File: src/rtl/vga_timing_pkg.sv
// vga_timing_pkg: default 640x480@60 raster timing shared by the sync generator and downstream VGA logic
package vga_timing_pkg;

    localparam int H_VISIBLE_DEF = 640;
    localparam int H_FRONT_DEF = 16;
    localparam int H_SYNC_DEF = 96;
    localparam int H_BACK_DEF = 48;
    localparam int V_VISIBLE_DEF = 480;
    localparam int V_FRONT_DEF = 10;
    localparam int V_SYNC_DEF = 2;
    localparam int V_BACK_DEF = 33;
    localparam bit SYNC_ACTIVE_DEF = 1'b0;
    localparam int SCREEN_WIDTH = H_VISIBLE_DEF;
    localparam int SCREEN_HEIGHT = V_VISIBLE_DEF;
    localparam int FRAME_COUNT_W = 8;

    function automatic int h_total(input int visible, input int front, input int sync, input int back);
        return visible + front + sync + back;
    endfunction

    function automatic int v_total(input int visible, input int front, input int sync, input int back);
        return visible + front + sync + back;
    endfunction

endpackage

File: src/rtl/vga_sync_generator_if.sv
// vga_sync_if: raster timing bundle from the sync generator to the VGA output stage
interface vga_sync_if;
    import vga_timing_pkg::*;
    logic h_sync;
    logic v_sync;
    logic display_enable;
    logic [31:0] column;
    logic [31:0] row;
    logic line_start;
    logic frame_start;
    logic [FRAME_COUNT_W-1:0] frame_count;
    modport master(output h_sync, v_sync, display_enable, column, row, line_start, frame_start, frame_count);
    modport slave(input h_sync, v_sync, display_enable, column, row, line_start, frame_start, frame_count);
endinterface

File: src/rtl/vga_axis_counter.sv
// vga_axis_counter: modulo-MAX counter advancing when en is high, wrap strobes on the MAX-1 -> 0 step
module vga_axis_counter #(
    parameter int MAX = 800,
    localparam int W = $clog2(MAX)
) (
    input  logic         vga_clock,
    input  logic         reset,
    input  logic         en,
    output logic [W-1:0] count,
    output logic         wrap
);
    logic [W-1:0] count_q, count_d;
    always_comb begin
        wrap = en && (count_q == W'(MAX - 1));
        count_d = wrap ? '0 : count_q + W'(en);
    end
    always_ff @(posedge vga_clock) begin
        if (reset) count_q <= '0;
        else count_q <= count_d;
    end
    assign count = count_q;
endmodule

File: src/rtl/vga_sync_generator.sv
// vga_sync_generator: raster counters plus a registered decode of sync, enable, strobes and frame count
module vga_sync_generator
    import vga_timing_pkg::*;
#(
    parameter int H_VISIBLE = H_VISIBLE_DEF,
    parameter int H_FRONT = H_FRONT_DEF,
    parameter int H_SYNC = H_SYNC_DEF,
    parameter int H_BACK = H_BACK_DEF,
    parameter int V_VISIBLE = V_VISIBLE_DEF,
    parameter int V_FRONT = V_FRONT_DEF,
    parameter int V_SYNC = V_SYNC_DEF,
    parameter int V_BACK = V_BACK_DEF,
    parameter bit SYNC_ACTIVE = SYNC_ACTIVE_DEF
) (
    input logic       vga_clock,
    input logic       reset,
    vga_sync_if.master vga
);
    localparam int H_TOTAL = h_total(H_VISIBLE, H_FRONT, H_SYNC, H_BACK);
    localparam int V_TOTAL = v_total(V_VISIBLE, V_FRONT, V_SYNC, V_BACK);
    localparam int HS_START = H_VISIBLE + H_FRONT;
    localparam int HS_END = HS_START + H_SYNC;
    localparam int VS_START = V_VISIBLE + V_FRONT;
    localparam int VS_END = VS_START + V_SYNC;
    logic [$clog2(H_TOTAL)-1:0] hc;
    logic [$clog2(V_TOTAL)-1:0] vc;
    logic h_wrap, v_wrap;
    logic [31:0] h, v;
    logic h_sync_q, h_sync_d, v_sync_q, v_sync_d, de_q, de_d;
    logic line_start_q, line_start_d, frame_start_q, frame_start_d;
    logic frame_wrap_q, frame_wrap_d;
    logic [31:0] column_q, column_d, row_q, row_d;
    logic [FRAME_COUNT_W-1:0] frame_count_q, frame_count_d;

    vga_axis_counter #(.MAX(H_TOTAL)) u_h (.vga_clock(vga_clock), .reset(reset), .en(1'b1), .count(hc), .wrap(h_wrap));
    vga_axis_counter #(.MAX(V_TOTAL)) u_v (.vga_clock(vga_clock), .reset(reset), .en(h_wrap), .count(vc), .wrap(v_wrap));

    assign h = 32'(hc);
    assign v = 32'(vc);

    // frame_wrap_q marks the (0,0) cycle reached by wrapping, so the reset start does not count a frame
    always_comb begin
        de_d = (h < H_VISIBLE) && (v < V_VISIBLE);
        h_sync_d = (h >= HS_START && h < HS_END) ? SYNC_ACTIVE : ~SYNC_ACTIVE;
        v_sync_d = (v >= VS_START && v < VS_END) ? SYNC_ACTIVE : ~SYNC_ACTIVE;
        line_start_d = h == 0;
        frame_start_d = h == 0 && v == 0;
        frame_wrap_d = v_wrap;
        frame_count_d = frame_count_q + FRAME_COUNT_W'(frame_wrap_q);
        column_d = h;
        row_d = v;
    end

    always_ff @(posedge vga_clock) begin
        if (reset) begin
            h_sync_q <= ~SYNC_ACTIVE;
            v_sync_q <= ~SYNC_ACTIVE;
            de_q <= 1'b0;
            line_start_q <= 1'b0;
            frame_start_q <= 1'b0;
            frame_wrap_q <= 1'b0;
            frame_count_q <= '0;
            column_q <= '0;
            row_q <= '0;
        end else begin
            h_sync_q <= h_sync_d;
            v_sync_q <= v_sync_d;
            de_q <= de_d;
            line_start_q <= line_start_d;
            frame_start_q <= frame_start_d;
            frame_wrap_q <= frame_wrap_d;
            frame_count_q <= frame_count_d;
            column_q <= column_d;
            row_q <= row_d;
        end
    end

    assign vga.h_sync = h_sync_q;
    assign vga.v_sync = v_sync_q;
    assign vga.display_enable = de_q;
    assign vga.line_start = line_start_q;
    assign vga.frame_start = frame_start_q;
    assign vga.frame_count = frame_count_q;
    assign vga.column = column_q;
    assign vga.row = row_q;
endmodule

File: src/flat_wrapper.sv
// flat-port wrapper written by rule: the top's interface ports become plain ports
module vga_sync_generator_flat import vga_timing_pkg::*;
#(
    parameter int H_VISIBLE = H_VISIBLE_DEF,
    parameter int H_FRONT = H_FRONT_DEF,
    parameter int H_SYNC = H_SYNC_DEF,
    parameter int H_BACK = H_BACK_DEF,
    parameter int V_VISIBLE = V_VISIBLE_DEF,
    parameter int V_FRONT = V_FRONT_DEF,
    parameter int V_SYNC = V_SYNC_DEF,
    parameter int V_BACK = V_BACK_DEF,
    parameter bit SYNC_ACTIVE = SYNC_ACTIVE_DEF
)
  (vga_clock, reset, vga_h_sync, vga_v_sync, vga_display_enable, vga_column, vga_row, vga_line_start, vga_frame_start, vga_frame_count);
  vga_sync_if vga_i ();
  input logic vga_clock;
  input logic reset;
  output wire logic [$bits(vga_i.h_sync)-1:0] vga_h_sync;
  output wire logic [$bits(vga_i.v_sync)-1:0] vga_v_sync;
  output wire logic [$bits(vga_i.display_enable)-1:0] vga_display_enable;
  output wire logic [$bits(vga_i.column)-1:0] vga_column;
  output wire logic [$bits(vga_i.row)-1:0] vga_row;
  output wire logic [$bits(vga_i.line_start)-1:0] vga_line_start;
  output wire logic [$bits(vga_i.frame_start)-1:0] vga_frame_start;
  output wire logic [$bits(vga_i.frame_count)-1:0] vga_frame_count;
  assign vga_h_sync = vga_i.h_sync;
  assign vga_v_sync = vga_i.v_sync;
  assign vga_display_enable = vga_i.display_enable;
  assign vga_column = vga_i.column;
  assign vga_row = vga_i.row;
  assign vga_line_start = vga_i.line_start;
  assign vga_frame_start = vga_i.frame_start;
  assign vga_frame_count = vga_i.frame_count;
  vga_sync_generator #(.H_VISIBLE(H_VISIBLE), .H_FRONT(H_FRONT), .H_SYNC(H_SYNC), .H_BACK(H_BACK), .V_VISIBLE(V_VISIBLE), .V_FRONT(V_FRONT), .V_SYNC(V_SYNC), .V_BACK(V_BACK), .SYNC_ACTIVE(SYNC_ACTIVE)) u_core (.vga_clock(vga_clock), .reset(reset), .vga(vga_i));
endmodule
File: config.mk
export PLATFORM = sky130hd
export DESIGN_NAME = vga_sync_generator_flat
export DESIGN_NICKNAME = d
export VERILOG_FILES = /design/src/rtl/vga_timing_pkg.sv /design/src/rtl/vga_sync_generator_if.sv /design/src/rtl/vga_axis_counter.sv /design/src/rtl/vga_sync_generator.sv /design/src/flat_wrapper.sv
export SDC_FILE = /design/constraint.sdc
export NUM_CORES = 1
export LEC_CHECK = 0
export BUFFER_PORTS_ARGS = -buffer_cell sky130_fd_sc_hd__clkbuf_2
export CAP_MARGIN = 25
export CORE_ASPECT_RATIO = 0.7
export CORE_MARGIN = 3
export CORE_UTILIZATION = 49
export CTS_CLUSTER_SIZE = 8
export DETAILED_ROUTE_END_ITERATION = 16
export MAX_ROUTING_LAYER = met4
export PLACE_DENSITY = 0.78
export SETUP_SLACK_MARGIN = 0.4
export SYNTH_ARGS = -nofsm -noshare
export SYNTH_HDL_FRONTEND = slang
export SYNTH_SLANG_ARGS = --single-unit
File: constraint.sdc
create_clock -name vga_clock -period 2.35 [get_ports vga_clock]
set_input_delay 0.235 -clock vga_clock [delete_from_list [all_inputs] [get_ports vga_clock]]
set_output_delay 0.235 -clock vga_clock [all_outputs]
set_load 0.005 [all_outputs]
== Yosys cells after proc, flatten, opt, wreduce, memory -nomap -nowiden ==
Cells that the tools add are included.

* Logic and storage cells: 35
* Register bits: 98
* Input bits: 2
* Output and inout bits: 77

* Equality and inequality tests: 2
* Reduce and logical (&&, ||, !) cells: 9
* Magnitude comparators: 6
* $add $sub $neg: 3
* Mux-type cells: 2

{| class="wikitable"
|+ Operator list
! cell !! number
|-
| logical NOT 32 bit || 2
|-
| == test 10 bit (second input constant) || 2
|-
| < comparator 10 bit (second input constant) || 2
|-
| < comparator 10 x 9 -> 1 bit (second input constant) || 2
|-
| adder 10 x 1 -> 10 bit || 1
|-
| adder 10 x 1 -> 10 bit (second input constant) || 1
|-
| greater-or-equal comparator 10 bit (second input constant) || 1
|-
| greater-or-equal comparator 10 x 9 -> 1 bit (second input constant) || 1
|-
| adder 8 x 1 -> 8 bit || 1
|-
| logical AND 1 bit || 5
|-
| OR reduction 2 bit || 2
|-
| 2-to-1 mux 1 bit || 2
|}

== Logic depth before layout (Yosys ltp) ==
* Depth in word-level cells: 3
* Mapped depth: 8
* Depth with buffers taken out: 8

== Cells and area by module ==
A second synthesis with hierarchy kept.

* Cell total of the unflattened synthesis: 254
* Area total of the unflattened synthesis: 2367.3 µm²

{| class="wikitable"
|+ Modules (own cells, without submodules)
! module !! instances !! sequential area each (µm²) !! cells each !! area each (µm²)
|-
| vga_sync_generator || 1 || 680.7 || 147 || 1420.1
|-
| vga_axis_counter (u_core.u_v) || 1 || 200.2 || 54 || 476.7
|-
| vga_axis_counter (u_core.u_h) || 1 || 200.2 || 53 || 470.5
|}

== Worst setup path before layout ==
No wires, ideal clock.

* Kind: reg-to-reg
* From: reg u_core.u_h.count_q[0], in the netlist u_core.u_h.count[0]
* To: reg u_core.u_v.count_q[9], in the netlist u_core.u_v.count[9]
* Arrival time: 1.889 ns
* Stages on the path, launching flop included: 9
* Path buffers: 0
* Setup time: 0.115 ns
* Slack: 0.347 ns
* Required time: 2.235 ns
* Period minus slack after synthesis: 2.003 ns
* Path through: dfxtp_1 -> ha_1 -> nand4_1 -> nor4_4 -> ha_1 -> nand2_1 -> nor3b_1 -> xnor2_1 -> nor2_1

* Word-level cells in the longest chain between the ends: 3
* Elaborated cells between the ends (all ways): 4
* Those cells by class: 1 x add/sub; 1 x eq/ne; 2 x reduce/logical

{| class="wikitable"
|+ Ends and longest elaborated chain
! item !! line !! RTL
|-
| from (decl) || vga_axis_counter.sv:12 || <nowiki>logic [W-1:0] count_q, count_d;</nowiki>
|-
| from (signal assigned) || vga_axis_counter.sv:19 || <nowiki>else count_q <= count_d;</nowiki>
|-
| == test 10 bit (*) || vga_axis_counter.sv:14 || <nowiki>wrap = en && (count_q == W'(MAX - 1));</nowiki>
|-
| parallel branches: the longest is 2 deep, another holds adder 10 x 1 -> 10 bit || -- ||
|-
| to (signal assigned) || vga_axis_counter.sv:19 ||
|-
| to (decl) || vga_axis_counter.sv:12 ||
|}

Every way passes the cells marked *.
A chain may end at the register's enable or synchronous reset.

== Final worst setup path ==
* From: reg u_core.u_h.count_q[5], in the netlist u_core.u_h.count[5]
* To: reg u_core.u_v.count_q[9], in the netlist u_core.u_v.count[9]

Same word-level chain as after synthesis.

==> impl_metrics.csv <==
group,metric,value,unit
final_layout,layout-drive-gt1-share,22.26,%
sta,drv_slew,0,
grt,grt_max_degree,36,
final_layout,mostFrequentLayoutCell,"dfxtp_1",
power,p_int,1.151,mW
logic_synthesis,async_reset_ff_share,0,%
run,maxCapViolCount,0,
logic_synthesis,ys_types,31,
final_layout,area_growth,8.477,%
sta,fin_skew,7.985,ps
detailed_routing,viasPerCell,4.420,
power,p_leak,1.140,nW
sta,rsz0062_at_grt,"false",
worst_setup_path,path_max_fanout,7,
placement,place_ws,251.9,ps
logic_synthesis,synth.top_cell.area_share,46.65,%
final_layout,antenna_cells,0,
floorplan,dieArea,0.005603,sq mm
floorplan,die_h,63.54,um
placement,dp_hpwl,2728,um
power,power_frac_comb,4.2,%
power,ir_drop,0.2148,mV
logic_synthesis,synth_area_leaders,"dfxtp_1, buf_4, nor2_1",
cts,h-tree-depth,2,
power,clkPwrFrac,33.5,%
floorplan,start_util,52.02,%
worst_setup_path,cp_data_arrival_time,2060,ps
cts,root_buffer,"clkbuf_8",
worst_setup_path,critPathKind,"reg -> reg",
cts,path_clk_slew,90,ps
sta,hold_violations,0,
detailed_routing,antenna_left,0,
cts,clkSinkCount,54,
sta,clock.fmax,0.5412,GHz
cts,cts_buffers,5,
cts,cts_tree,"built",
sta,finalSetupViolCount,0,
grt,grt_overflow,0,
worst_setup_path,cp_data_required_time,2560,ps
worst_setup_path,critPathLaunchType,"flop",
placement,io_buffers,34,
floorplan,io_pins,79,
floorplan,die_w,88.20,um
worst_hold_path,hp-class,"in -> reg",
detailed_routing,drtPass1Iterations,4,
grt,grtUsageTotal,13.93,%
logic_synthesis,ys.warnings.count,0,
power,power_density,597.8,mW/mm^2
final_layout,final_nets,291,
final_layout,final_cell_mix,"dfxtp_1, conb_1, nor2_1",
floorplan,coreArea,0.004454,sq mm
outcome,status,"finished clean",
grt,antenna_found_initial,0,
power,p_sw,0.3512,mW
detailed_routing,drc,0,
logic_synthesis,synth_edf_count,0,
logic_synthesis,yosysTopAreaCell,"dfxtp_1",
grt,grt_pass1_vias,1256,
logic_synthesis,ys_seq_area_share,46.65,%
grt,grt_pass1_wl,5899,um
logic_synthesis,avgSynthCellArea,9.381,sq um
sta,final.period_utilization,78.63,%
sta,setup-tns-final,0,ps
floorplan,rows,20,
cts,clock_latency,310,ps
worst_setup_path,crit_path_end_kind,"flop",
detailed_routing,wl_per_cell,11.62,um
logic_synthesis,netlist_area,0.002317,sq mm
logic_synthesis,ys_ff_latch,54,
detailed_routing,drt_wl_total,3928,um
cts,clock_path_buffers,2,
sta,setup_slack,502.3,ps
power,switching_share,23.38,%
sta,min_period,1848,ps
power,power_frac_seq,62.3,%
detailed_routing,vias,1494,
logic_synthesis,ys.flop_type,"dfxtp_1",
detailed_routing,drt_iter0_drc,80,
logic_synthesis,syn_inst,247,
placement,gp_congestion,0.8674,
[sequential cells by signal, summed over array words and instances, names as in the netlist]
register and count:
u_core.vga.line_start 1, u_core.vga.v_sync 1, u_core.u_h.count 10, u_core.u_v.count 10, u_core.vga.frame_start 1, u_core.vga.display_enable 1, u_core.vga.row 10, u_core.vga.h_sync 1
u_core.vga.column 10, u_core.vga.frame_count 8, u_core.frame_wrap_q 1
[power groups by stage]
stage	Combinational [mW]	Sequential, mW	Clock [mW]
after global placement	0.0607	0.954	0
after floorplan	0.0996	0.955	0
after CTS	0.0609	0.935	0.509
final	0.0631	0.936	0.504
after detailed placement	0.0605	0.955	0
after global routing	0.0731	0.938	0.551
[Yosys cell counts, types with 2 or more instances]
| library cell | count |
|---|---|
| nand2_1 | 7 |
| xnor2_1 | 13 |
| clkbuf_1 | 5 |
| inv_1 | 7 |
| nand3_1 | 13 |
| nor3_1 | 5 |
| nand4_1 | 4 |
| nor2b_1 | 18 |
| nor2_1 | 39 |
| buf_4 | 44 |
| dfxtp_1 | 54 |
| ha_1 | 6 |
| xor2_1 | 10 |
| nor3_2 | 2 |
| or2_2 | 2 |
| and3_1 | 3 |
[layer usage]
layer,track usage [%],vias to the layer above,part of all wire (%)
met1,18.47,665,48
met5,-,-,0
li1,-,774,-
met3,5.359,6,6.5
met2,19.68,49,44
met4,3.962,0,0.94
[worst max-delay path: stages, from the launching register on]
cell	delay (ps)
dfxtp_2	360
or2_2	340
nor4_4	260
ha_2	280
nand2_4	100
nor3b_2	220
xnor2_1	140
nor2_1	50
[cell type report]
class / instances / area [sq um]
Clock buffer: 5 / 68.82
Clock inverter: 2 / 13.76
Fill cell: 395 / 1941
Inverter: 7 / 26.28
Multi-Input combinational cell: 178 / 1055
Sequential cell: 54 / 1089
Tap cell: 55 / 68.82
Timing Repair Buffer: 37 / 192.7
[worst paths after layout]
check                                      to                            from  slack, ps  cells past startpoint
max            u_core.u_v.count[9]$_SDFF_PP0_  u_core.u_h.count[5]$_SDFF_PP0_        500                      7
min          u_core.vga.line_start$_SDFF_PP0_                           reset        230                      3
max reg2reg    u_core.u_v.count[9]$_SDFF_PP0_  u_core.u_h.count[5]$_SDFF_PP0_        500                      7
min reg2reg    u_core.u_h.count[0]$_SDFF_PP0_  u_core.u_h.count[0]$_SDFF_PP0_        470                      1
[kinds of logic after synthesis]
logic type                 after synthesis  share of synthesized area (%)
and+or+nand+nor                        103                          23.76
buffers and inverters                   58                          16.90
DFF                                     54                          46.65
AOI/OAI and AO/OA                        2                         0.5938
xor gates and xnor gates                23                          8.693
other                                    1                         0.1618
adders and majority gates                6                          3.240
[repair_timing]
item / CTS / global route
endpoints found under the setup margin: 4 / 6
setup buffers: 2 / 0
gates resized for setup: 9 / 6
hold buffers: 0 / 0
pin swaps: 2 / 5
cloned: 0 / 0
[through the flow]
step	hold slack [ps]	utilization (%)	instance area, sq um	std cells	power, mW
2_1_floorplan	441.0	-	2479	290	1.054
3_3_place_gp	457.9	52.98	2360	329	1.015
3_5_place_dp	487.0	52.98	2360	329	1.015
4_1_cts	226.8	55.84	2487	338	1.505
5_1_grt	227.1	56.43	2514	338	1.562
6_report	230.0	56.43	2514	338	1.503
No activity file was read; power rests on OpenSTA's default activity.
